<file path="config.mk">
export PLATFORM = sky130hd
export DESIGN_NAME = clock_ui_controller_flat
export DESIGN_NICKNAME = d
export VERILOG_FILES = /design/src/rtl/clock_ui_controller_pkg.sv /design/src/rtl/clock_ui_controller_if.sv /design/src/rtl/clock_ui_controller_autorepeat.sv /design/src/rtl/clock_ui_controller.sv /design/src/flat_wrapper.sv
export SDC_FILE = /design/constraint.sdc
export NUM_CORES = 1
export LEC_CHECK = 0
export ABC_CLOCK_PERIOD_IN_PS = 1900
export CAP_MARGIN = 20
export CELL_PAD_IN_SITES_DETAIL_PLACEMENT = 1
export CELL_PAD_IN_SITES_GLOBAL_PLACEMENT = 2
export CORE_UTILIZATION = 36
export DETAILED_ROUTE_END_ITERATION = 10
export PLACE_DENSITY_LB_ADDON = 0.25
export SYNTH_ARGS = -nofsm -noshare
export SYNTH_HDL_FRONTEND = slang
export SYNTH_SLANG_ARGS = --single-unit
</file>
<file path="constraint.sdc">
create_clock -name clk -period 1.9 [get_ports clk]
set_input_delay 0.285 -clock clk [delete_from_list [all_inputs] [get_ports clk]]
set_output_delay 0.285 -clock clk [all_outputs]
set_load 0.005 [all_outputs]
</file>
<file path="src/rtl/clock_ui_controller_pkg.sv">
// Shared constants and helpers for the front-panel sequencer: display modes,
// field selects and the auto-repeat state codes.
package clock_ui_controller_pkg;

    typedef enum logic [1:0] {
        MODE_CLOCK      = 2'd0,
        MODE_CLOCK_EDIT = 2'd1,
        MODE_STOPWATCH  = 2'd2,
        MODE_ALARM_EDIT = 2'd3
    } mode_e;

    typedef enum logic [1:0] {
        SELECT_NONE = 2'd0,
        SELECT_SEC  = 2'd1,
        SELECT_MIN  = 2'd2,
        SELECT_HOUR = 2'd3
    } select_e;

    typedef enum logic [1:0] {
        IDLE   = 2'd0,
        HOLD   = 2'd1,
        REPEAT = 2'd2
    } rep_state_e;

    // A counter that must reach n-1 needs $clog2(n) bits; keep at least one bit.
    function automatic int cnt_width(input int n);
        return (n < 2) ? 1 : $clog2(n);
    endfunction

    function automatic logic is_edit(input mode_e m);
        return (m == MODE_CLOCK_EDIT) || (m == MODE_ALARM_EDIT);
    endfunction

    function automatic mode_e next_mode(input mode_e m);
        case (m)
            MODE_CLOCK:      return MODE_CLOCK_EDIT;
            MODE_CLOCK_EDIT: return MODE_STOPWATCH;
            MODE_STOPWATCH:  return MODE_ALARM_EDIT;
            default:         return MODE_CLOCK;
        endcase
    endfunction

    function automatic select_e next_select(input select_e s);
        case (s)
            SELECT_HOUR: return SELECT_MIN;
            SELECT_MIN:  return SELECT_SEC;
            default:     return SELECT_HOUR;
        endcase
    endfunction

endpackage

</file>
<file path="src/rtl/clock_ui_controller_if.sv">
// Button levels in, top-level clock controls out; the panel side is master.
interface clock_ui_controller_if;
    import clock_ui_controller_pkg::*;

    logic    btn_mode;
    logic    btn_select;
    logic    btn_inc;
    logic    btn_clear;
    mode_e   mode;
    select_e select;
    logic    increment;
    logic    sw_reset;

    modport master (
        output btn_mode, btn_select, btn_inc, btn_clear,
        input  mode, select, increment, sw_reset
    );

    modport slave (
        input  btn_mode, btn_select, btn_inc, btn_clear,
        output mode, select, increment, sw_reset
    );

endinterface

</file>
<file path="src/rtl/clock_ui_controller_autorepeat.sv">
// Press detector plus press-and-hold auto-repeat for a single button.
// pulse is combinational; the parent registers it onto its output.
module clock_ui_controller_autorepeat
    import clock_ui_controller_pkg::*;
#(
    parameter int HOLD_CYCLES   = 25000000,
    parameter int REPEAT_CYCLES = 5000000
) (
    input  logic clk,
    input  logic reset,
    input  logic btn,
    input  logic enable,
    output logic pulse,
    output logic press
);

    localparam int CNT_W = (cnt_width(HOLD_CYCLES) > cnt_width(REPEAT_CYCLES)) ?
                           cnt_width(HOLD_CYCLES) : cnt_width(REPEAT_CYCLES);
    localparam logic [CNT_W-1:0] HOLD_LAST   = CNT_W'(HOLD_CYCLES - 1);
    localparam logic [CNT_W-1:0] REPEAT_LAST = CNT_W'(REPEAT_CYCLES - 1);

    logic             btn_q;
    rep_state_e       state_q, state_d;
    logic [CNT_W-1:0] cnt_q, cnt_d;

    assign press = btn & ~btn_q;

    // NOTE: sequential state uses non-blocking assignments so every register
    // samples the pre-edge values, regardless of block ordering.
    always_ff @(posedge clk or negedge reset) begin
        if (!reset) begin
            btn_q   <= 1'b1;
            state_q <= IDLE;
            cnt_q   <= '0;
        end else begin
            btn_q   <= btn;
            state_q <= state_d;
            cnt_q   <= cnt_d;
        end
    end

    // NOTE: every output of this block gets a default first, so no path
    // leaves a variable unassigned and no latch is inferred.
    always_comb begin
        state_d = state_q;
        cnt_d   = cnt_q;
        pulse   = 1'b0;
        if (!enable || !btn) begin
            state_d = IDLE;
            cnt_d   = '0;
        end else begin
            case (state_q)
                IDLE: begin
                    if (press) begin
                        pulse   = 1'b1;
                        state_d = HOLD;
                        cnt_d   = '0;
                    end
                end
                HOLD: begin
                    if (cnt_q == HOLD_LAST) begin
                        pulse   = 1'b1;
                        state_d = REPEAT;
                        cnt_d   = '0;
                    end else begin
                        cnt_d = cnt_q + CNT_W'(1);
                    end
                end
                REPEAT: begin
                    if (cnt_q == REPEAT_LAST) begin
                        pulse = 1'b1;
                        cnt_d = '0;
                    end else begin
                        cnt_d = cnt_q + CNT_W'(1);
                    end
                end
                default: begin
                    state_d = IDLE;
                    cnt_d   = '0;
                end
            endcase
        end
    end

endmodule

</file>
<file path="src/rtl/clock_ui_controller.sv">
// Front-panel sequencer: turns four debounced buttons into mode/select/increment
// and stopwatch reset controls, with auto-repeat, run toggling and edit timeout.
module clock_ui_controller
    import clock_ui_controller_pkg::*;
#(
    parameter int HOLD_CYCLES    = 25000000,
    parameter int REPEAT_CYCLES  = 5000000,
    parameter int TIMEOUT_CYCLES = 500000000
) (
    input logic                  clk,
    input logic                  reset,
    clock_ui_controller_if.slave ui
);

    localparam int                TO_W    = cnt_width(TIMEOUT_CYCLES);
    localparam logic [TO_W-1:0]   TO_LAST = TO_W'(TIMEOUT_CYCLES - 1);

    logic            btn_mode_q, btn_select_q, btn_clear_q;
    mode_e           mode_q, mode_d;
    select_e         select_q, select_d;
    logic            run_q, run_d;
    logic            increment_q, increment_d;
    logic            sw_reset_q, sw_reset_d;
    logic [TO_W-1:0] to_q, to_d;

    logic press_mode, press_select, press_clear, press_inc;
    logic any_press, rep_enable, rep_pulse, timeout_hit;

    assign press_mode   = ui.btn_mode & ~btn_mode_q;
    assign press_select = ui.btn_select & ~btn_select_q;
    assign press_clear  = ui.btn_clear & ~btn_clear_q;
    assign any_press    = press_mode | press_select | press_clear | press_inc;

    // A same-cycle mode or select press outranks inc and also restarts the hold.
    assign rep_enable = is_edit(mode_q) & ~press_mode & ~press_select;

    clock_ui_controller_autorepeat #(
        .HOLD_CYCLES   (HOLD_CYCLES),
        .REPEAT_CYCLES (REPEAT_CYCLES)
    ) u_autorepeat (
        .clk    (clk),
        .reset  (reset),
        .btn    (ui.btn_inc),
        .enable (rep_enable),
        .pulse  (rep_pulse),
        .press  (press_inc)
    );

    assign timeout_hit = is_edit(mode_q) & ~any_press & ~ui.btn_inc & (to_q == TO_LAST);

    always_ff @(posedge clk or negedge reset) begin
        if (!reset) begin
            btn_mode_q   <= 1'b1;
            btn_select_q <= 1'b1;
            btn_clear_q  <= 1'b1;
            mode_q       <= MODE_CLOCK;
            select_q     <= SELECT_NONE;
            run_q        <= 1'b0;
            increment_q  <= 1'b0;
            sw_reset_q   <= 1'b0;
            to_q         <= '0;
        end else begin
            btn_mode_q   <= ui.btn_mode;
            btn_select_q <= ui.btn_select;
            btn_clear_q  <= ui.btn_clear;
            mode_q       <= mode_d;
            select_q     <= select_d;
            run_q        <= run_d;
            increment_q  <= increment_d;
            sw_reset_q   <= sw_reset_d;
            to_q         <= to_d;
        end
    end

    always_comb begin
        mode_d     = mode_q;
        select_d   = select_q;
        run_d      = run_q;
        sw_reset_d = 1'b0;
        if (press_mode) begin
            mode_d   = next_mode(mode_q);
            select_d = is_edit(mode_d) ? SELECT_HOUR : SELECT_NONE;
        end else if (press_clear && (mode_q == MODE_STOPWATCH)) begin
            sw_reset_d = 1'b1;
            run_d      = 1'b0;
        end else if (press_select && is_edit(mode_q)) begin
            select_d = next_select(select_q);
        end else if (press_inc && (mode_q == MODE_STOPWATCH)) begin
            run_d = ~run_q;
        end else if (timeout_hit) begin
            mode_d   = MODE_CLOCK;
            select_d = SELECT_NONE;
        end

        case (mode_d)
            MODE_STOPWATCH:                   increment_d = run_d;
            MODE_CLOCK_EDIT, MODE_ALARM_EDIT: increment_d = rep_pulse;
            default:                          increment_d = 1'b0;
        endcase
    end

    // Timeout restarts on any press or while inc is held; it never wraps.
    always_comb begin
        if (!is_edit(mode_q) || any_press || ui.btn_inc || (to_q == TO_LAST)) begin
            to_d = '0;
        end else begin
            to_d = to_q + TO_W'(1);
        end
    end

    assign ui.mode      = mode_q;
    assign ui.select    = select_q;
    assign ui.increment = increment_q;
    assign ui.sw_reset  = sw_reset_q;

endmodule
</file>
<file path="src/flat_wrapper.sv">
// flat-port wrapper written by rule: the top's interface ports become plain ports
module clock_ui_controller_flat import clock_ui_controller_pkg::*;
#(
    parameter int HOLD_CYCLES    = 25000000,
    parameter int REPEAT_CYCLES  = 5000000,
    parameter int TIMEOUT_CYCLES = 500000000
)
  (clk, reset, ui_btn_mode, ui_btn_select, ui_btn_inc, ui_btn_clear, ui_mode, ui_select, ui_increment, ui_sw_reset);
  clock_ui_controller_if ui_i ();
  input logic clk;
  input logic reset;
  input wire logic [$bits(ui_i.btn_mode)-1:0] ui_btn_mode;
  input wire logic [$bits(ui_i.btn_select)-1:0] ui_btn_select;
  input wire logic [$bits(ui_i.btn_inc)-1:0] ui_btn_inc;
  input wire logic [$bits(ui_i.btn_clear)-1:0] ui_btn_clear;
  output wire logic [$bits(ui_i.mode)-1:0] ui_mode;
  output wire logic [$bits(ui_i.select)-1:0] ui_select;
  output wire logic [$bits(ui_i.increment)-1:0] ui_increment;
  output wire logic [$bits(ui_i.sw_reset)-1:0] ui_sw_reset;
  assign ui_i.btn_mode = ui_btn_mode;
  assign ui_i.btn_select = ui_btn_select;
  assign ui_i.btn_inc = ui_btn_inc;
  assign ui_i.btn_clear = ui_btn_clear;
  assign ui_mode = ui_i.mode;
  assign ui_select = ui_i.select;
  assign ui_increment = ui_i.increment;
  assign ui_sw_reset = ui_i.sw_reset;
  clock_ui_controller #(.HOLD_CYCLES(HOLD_CYCLES), .REPEAT_CYCLES(REPEAT_CYCLES), .TIMEOUT_CYCLES(TIMEOUT_CYCLES)) u_core (.clk(clk), .reset(reset), .ui(ui_i));
endmodule
</file>
After elaboration in Yosys (flattened, before gate mapping)
Index checks and enable logic that the tools add are counted.
- bitwise operators: 21
- add/subtract/negate cells: 2
- reductions and logical operators: 18
- eq/ne operators: 20
- mux-type cells: 36
- operator list (cell ; number):
    $mux W25 ; 4
    $pmux W25 S3 ; 1
    $mux W2 ; 15
    $add A29 B1 Y29 const B ; 1
    $eq A29 B29 Y1 const B ; 1
    $mux W29 ; 1
    $add A25 B1 Y25 const B ; 1
    $eq A25 B23 Y1 const B ; 1
    $eq A25 B25 Y1 const B ; 1
    $eq A2 B2 Y1 const B ; 8
    $pmux W2 S3 ; 2
    $mux W1 ; 10
    $and A1 B1 Y1 ; 9
    $not A1 Y1 ; 9
    $eq A2 B1 Y1 const B ; 4
    $logic_or A1 B1 Y1 ; 6
    $reduce_and A3 Y1 ; 2
    $logic_not A2 Y1 ; 2
    $pmux W2 S2 ; 1
    $logic_and A1 B1 Y1 ; 3
    $logic_not A1 Y1 ; 3
    $ne A3 B1 Y1 const B ; 1
    $ne A3 B2 Y1 const B ; 1
    $ne A3 B3 Y1 const B ; 1
    7 further kinds ; 9
- bits in registers: 67
- logic and storage cells: 109
- output and inout port bits: 6
- input port bits: 6

Depth between registers and ports, before layout
- depth in word-level cells: 17
- depth in mapped cells: 8
- gate-level depth less buffers: 7

By module
Synthesis repeated with hierarchy kept, for this count alone.
- cells, all modules: 374
- area, all modules: 3627.2 um^2
- modules (own cells, without submodules) (module ; cells an instance ; sequential area each (um^2) ; area an instance (um^2) ; times used):
    clock_ui_controller ; 204 ; 979.7 ; 1990.7 ; 1
    clock_ui_controller_autorepeat ; 170 ; 701.9 ; 1636.6 ; 1

Worst setup path after synthesis
Ideal clock, no wire load.
- path type: register -> register
- from: register u_core.mode_q[1] (netlist: u_core.ui.mode[1])
- to: register u_core.u_autorepeat.cnt_q[15]
- stages on the path, launching flop included: 8
- period minus slack after synthesis: 1.920 ns
- required time: 1.781 ns
- data arrival time: 1.801 ns
- slack: -0.020 ns
- library setup time: 0.119 ns
- path buffers: 0
- cells stage by stage: dfrtp_1 -> inv_1 -> ha_1 -> o2111a_2 -> a2111o_1 -> nor3_1 -> xnor2_1 -> nor2_1
- cells in the longest elaborated chain, start to end: 7
- elaborated cells on any way between the ends: 9
- those cells by class: eq/ne: 3; mux: 1; bitwise: 2; reduce/logical: 3
- ends and longest elaborated chain (item ; RTL line ; text):
    start: declaration ; clock_ui_controller.sv:19 ; mode_e mode_q, mode_d;
    start signal: assignment ; clock_ui_controller.sv:66 ; mode_q <= mode_d;
    $eq A2 B1 Y1 or $eq A2 B2 Y1 (tied branches) ; clock_ui_controller_pkg.sv:31 ; return (m == MODE_CLOCK_EDIT) || (m == MODE_ALARM_EDIT);
    $logic_or A1 B1 Y1 (*) ; clock_ui_controller_pkg.sv:31 ;
    $and A1 B1 Y1 (*) (2 in series) ; clock_ui_controller.sv:35 ; assign rep_enable = is_edit(mode_q) & ~press_mode & ~press_select;
    $logic_not A1 Y1 (*) ; clock_ui_controller_autorepeat.sv:48 ; if (!enable || !btn) begin
    $logic_or A1 B1 Y1 (*) ; clock_ui_controller_autorepeat.sv:48 ;
    $ne A3 B2 Y1 (no source line) or $mux W25 (tied branches) ; - ;
    end signal: assignment ; clock_ui_controller_autorepeat.sv:38 ; cnt_q <= cnt_d;
    end: declaration ; clock_ui_controller_autorepeat.sv:24 ; logic [CNT_W-1:0] cnt_q, cnt_d;
Mark *: on every way between the ends. The rest lies on a longest branch, timed or not.
A chain may end at the register's enable or synchronous reset.

Final worst setup path
- from: register u_core.to_q[11]
- to: register u_core.increment_q (netlist: u_core.ui.increment)
- cells in the longest elaborated chain, start to end: 10
- elaborated cells on any way between the ends: 12
- those cells by class: eq/ne: 4; mux: 6; bitwise: 1; reduce/logical: 1
- ends and longest elaborated chain (item ; RTL line ; text):
    start: declaration ; clock_ui_controller.sv:24 ; logic [TO_W-1:0] to_q, to_d;
    start signal: assignment ; clock_ui_controller.sv:71 ; to_q <= to_d;
    $eq A29 B29 Y1 (*) ; clock_ui_controller.sv:49 ; assign timeout_hit = is_edit(mode_q) & ~any_press & ~ui.btn_inc & (to_q == TO_LAST);
    $and A1 B1 Y1 (*) ; clock_ui_controller.sv:49 ;
    $mux W2 (*) ; clock_ui_controller.sv:90 ; end else if (timeout_hit) begin
    $mux W2 (*) ; clock_ui_controller.sv:88 ; end else if (press_inc && (mode_q == MODE_STOPWATCH)) begin
    $mux W2 (*) ; clock_ui_controller.sv:86 ; end else if (press_select && is_edit(mode_q)) begin
    $mux W2 (*) ; clock_ui_controller.sv:83 ; end else if (press_clear && (mode_q == MODE_STOPWATCH)) begin
    $mux W2 (*) ; clock_ui_controller.sv:80 ; if (press_mode) begin
    $eq A2 B1 Y1 or $eq A2 B2 Y1 (tied branches) ; clock_ui_controller.sv:95 ; case (mode_d)
    $reduce_or A2 Y1 ; clock_ui_controller.sv:95 ;
    $pmux W1 S2 (*) ; clock_ui_controller.sv:95 ;
    via u_core.increment_d ; clock_ui_controller.sv:22 ; logic increment_q, increment_d;
    end signal: assignment ; clock_ui_controller.sv:69 ; increment_q <= increment_d;
    end: declaration ; clock_ui_controller.sv:22 ;
The timed path passes the listed nets; every way through them passes the cells marked *.

==> run summary <==
The run finished, with violations left. The final reports fail on negative setup slack. The clock passes through at most 2 buffers. Routability-driven placement finished with a final weighted congestion of 0.766. 12 I/O pins were placed. The tools report the category of the worst setup path capture point as a flop. The setup clock skew after layout was 6.76 ps; the transition time at the pin with the least slew margin was 436 ps.

The most heavily used metal layer in global routing is met2. The clock root buffer master is sky130_fd_sc_hd__clkbuf_8. The tools report the detailed-route wire length as 9.57 mm. The critical path is of the flop to flop type. TritonCTS built the clock tree. The tools report the half-perimeter wire length after placement as 6.71 mm. Buffers placed on the I/O ports in this run total 11. The number of remaining DRC errors was 0; the H-tree depth was 3. The global-route track usage on met2 was 35.4%; the period utilization was 101%.

The die is 103 um tall. After layout, the minimum clock period comes to 1910 ps. Of all cell types, the one taking the most synthesized area is sky130_fd_sc_hd__dfrtp_1. Of the post-synthesis cell area, the part taken by muxes is 0.309%. The number of unique standard cell types used by synthesis is 55, and the worst voltage drop across the vdd grid is 0.378 mV. The tools report the number of global-route vias before repair as 3300. The floorplan step defined a die boundary enclosing 0.0105 mm^2.

For the core area, the log shows 0.00977 mm^2. The tools report the number of max-cap violations as 0. The synthesized netlist devotes 27.0% of its cell area to simple gates. Summing the areas of all xor and xnor instances in the mapped netlist gives 10.3% of the synthesized area. The logs give 0 for the number of warnings reported in the yosys synthesis log and 36 for the cell row count.

By area, the combinational part of the netlist is dominated by simple AND/OR/NAND/NOR gates. Based on the critical path, the design can be clocked at up to 523 MHz. The die width was 103 um; the number of violations reported at the end of detailed-routing iteration 0 was 82.

The run gives 37.3% as the effective utilization at floorplan. By area the synthesized netlist is led by sky130_fd_sc_hd__dfrtp_1 43%, sky130_fd_sc_hd__xor2_1 6.7%, sky130_fd_sc_hd__nor2_1 6.2%. The portion of synthesized cell area occupied by the leading cell type came out at 43.3%. The final worst hold slack came out at 359 ps. The number of endpoints with negative hold slack in the final report is 0, and the routed length per placed instance is 16.0 um. The run gives 0 as the number of pins with negative max-slew slack in the final report. For the cell area after synthesis, the log shows 0.00364 mm^2.

For the count of filler cells inserted in the layout, the log shows 1108. For the worst-skew pair, the clock arrives at the later sink with an insertion delay of 350 ps. The run gives 16.3 mm as the first-pass GRT wire length. The tools report the count of endpoints failing setup in the final report as 2. For the number of buffers created by CTS, the log shows 9. Of the cells placed in the final design, the portion with a size suffix greater than 1 is 32.0%. The critical-path maximum fanout was 4; the pin count of the biggest net entering global routing was 44. The power density over the cells came out at 763 mW/mm^2. Global routing used 3.46% of the available met3 tracks. The number of antenna violations at the first check in global routing is 0, and the count of TritonRoute iterations in the first routing pass is 4.

The synthesized-area fraction occupied by ao, oa, aoi and oai cells works out to 9.23%. The number of vias after detailed routing was 3037. Clock tree synthesis found a total of 67 sinks.

STA classifies the critical path startpoint as a flop. Headroom to the max-slew limit came out at 70.8%. The clock transition at the registers of the reported paths was 70 ps; the antenna diode count was 0. The number of nets handed over by synthesis was 388. The path type of the worst min-delay path was input pin to flop. The final setup slack of the worst path is -12.1 ps. The adder-cell share of the synthesized area works out to 4.46%. For the worst setup path, the data required time is 2140 ps. Synthesis produced 369 cells.

The final layout contains 479 nets. Setup repair after global routing could not meet its margin everywhere. Global routing used 25.6% of the available met1 tracks.

The proportion of synthesized chip area in sequential cells was 46.1%. Data arrives at the worst endpoint at 2150 ps. The count of nets left with antenna violations once routing finished came out at 0.

The post-detailed-route via-to-cell ratio is 5.08, and the pre-CTS setup slack is -135 ps. The flip-flop and latch count after synthesis is 67, and the layout-stage area growth over the synthesis result is 36.0%. Summed over all cells, the static leakage comes to 2.15 nW. The average cell area after synthesis was 9.88 um^2.

For this run, the total global-route usage over all layers was measured as 20.4%. Global routing finished with a remaining overflow of 0.
==> area by class of cell <==
cell class / instances / area [um^2] / share of cell area, %
repair buffers: 89 / 774 / 15.6
flip-flops and latches: 67 / 1680 / 33.9
well taps: 133 / 166 / 3.36
inverters: 10 / 37.5 / 0.757
clock buffers: 12 / 155 / 3.13
multi-input cells: 283 / 2070 / 41.7
clock inverters: 4 / 72.6 / 1.46
==> metal layers <==
metal,up-vias,routed length [um]
met5,-,0
met4,0,160
met3,14,186
met2,23,4860
met1,1515,4370
li1,1485,-
==> cells in the final DEF (no fill, tap or decap), drive strengths merged, types with 2 or more instances in the layout <==
master          n
nor4b           2
a21oi           8
and4bb          2
nand2b          6
o21ai           3
inv            10
o31ai           2
o21bai          2
nand2          36
clkdlybuf4s50  10
dfrtp          63
ha             13
a41oi           3
xnor2          15
a22o            3
nor3            5
dfstp           4
and4            4
nand4          17
nand3          16
nor4            7
nand4b          2
a31oi          11
and2            2
buf            78
clkbuf         12
nor2           61
bufinv          2
xor2           28
nor2b           3
or2             2
and3           17
o211ai          2
==> flip-flops by register name, indices dropped and copies added, names as in the netlist <==
register,count
u_core.btn_mode_q,1
u_core.u_autorepeat.state_q,2
u_core.ui.sw_reset,1
u_core.run_q,1
u_core.btn_clear_q,1
u_core.btn_select_q,1
u_core.to_q,29
u_core.u_autorepeat.btn_q,1
u_core.ui.select,2
u_core.ui.increment,1
u_core.u_autorepeat.cnt_q,25
u_core.ui.mode,2
==> metrics by stage <==
step           util (%)  TNS (ps)  power [W]  cells  cell area, um^2
2_1_floorplan         -         0    0.00192    369             3650
4_1_cts            48.4     -9.34    0.00379    591             4730
5_1_grt            50.7     -1340    0.00400    598             4960
3_3_place_gp       45.5      -377    0.00231    573             4450
3_5_place_dp       45.5     -2250    0.00235    573             4450
6_report           50.7     -16.0    0.00378    598             4960
==> cell usage after synthesis, drive strengths merged <==
| cell | instances |
|---|---|
| dfrtp | 63 |
| nor2 | 61 |
| nand2 | 36 |
| xor2 | 28 |
| and3 | 17 |
| nand4 | 17 |
| nand3 | 16 |
| xnor2 | 15 |
| ha | 13 |
| a31oi | 11 |
| inv | 10 |
| a21oi | 8 |
| buf | 8 |
| nor4 | 7 |
| nand2b | 6 |
| nor3 | 5 |
| and4 | 4 |
| dfstp | 4 |
| a22o | 3 |
| a41oi | 3 |
| nor2b | 3 |
| o21ai | 3 |
| and2 | 2 |
| and4bb | 2 |
| nand4b | 2 |
| nor4b | 2 |
| o211ai | 2 |
| o21bai | 2 |
| o31ai | 2 |
| or2 | 2 |
| a2111o | 1 |
| a211oi | 1 |
| a22oi | 1 |
| a311oi | 1 |
| a32o | 1 |
| and2b | 1 |
| clkbuf | 1 |
| mux2 | 1 |
| nor4bb | 1 |
| o2111a | 1 |
| o2111ai | 1 |
| o221a | 1 |
==> timing repair <==
item,CTS,global route
buffers inserted,1,7
hold endpoints to repair,24,0
pin swaps,4,26
cloned,0,0
gates resized for setup,9,38
hold buffers,1,0
setup endpoints to repair,13,45
==> final timing paths <==
kind | start | end | slack, ps | depth (start not counted)
min in group asynchronous | reset | u_core.ui.mode[0]$_DFF_PN0_ | 480 | 3
worst min-delay path | ui_btn_clear | u_core.btn_clear_q$_DFF_PN1_ | 360 | 1
max in group asynchronous | reset | u_core.u_autorepeat.btn_q$_DFF_PN1_ | 1110 | 3
worst min register to register | u_core.u_autorepeat.cnt_q[22]$_DFFE_PN0P_ | u_core.u_autorepeat.cnt_q[22]$_DFFE_PN0P_ | 540 | 1
worst max register to register | u_core.to_q[11]$_DFF_PN0_ | u_core.ui.increment$_DFF_PN0_ | -10 | 6
worst max-delay path | u_core.to_q[11]$_DFF_PN0_ | u_core.ui.increment$_DFF_PN0_ | -10 | 6
==> logic make-up after synthesis <==
kind of cell / count (synthesis)
compound gates: 42
xor+xnor: 43
fa+ha+maj: 13
buf+inv: 19
flops: 67
mux: 1
simple gates: 184
==> where the power goes <==
group	internal (W)	switching [W]	leakage (nW)	total [W]
clock	0.000810	0.000583	0.113	0.00139
sequential	0.00150	0.0000639	0.910	0.00156
combinational	0.000424	0.000405	1.13	0.000829
==> worst max-delay path, cell delays in order, from the launching register on <==
cell and delay [ps]:
sky130_fd_sc_hd__dfrtp_1 450, sky130_fd_sc_hd__nor4b_2 310, sky130_fd_sc_hd__and4_1 280, sky130_fd_sc_hd__nand4b_1 180, sky130_fd_sc_hd__o211ai_1 230, sky130_fd_sc_hd__a21oi_1 100
sky130_fd_sc_hd__a32o_2 250
(Power assumes the default switching activity.)
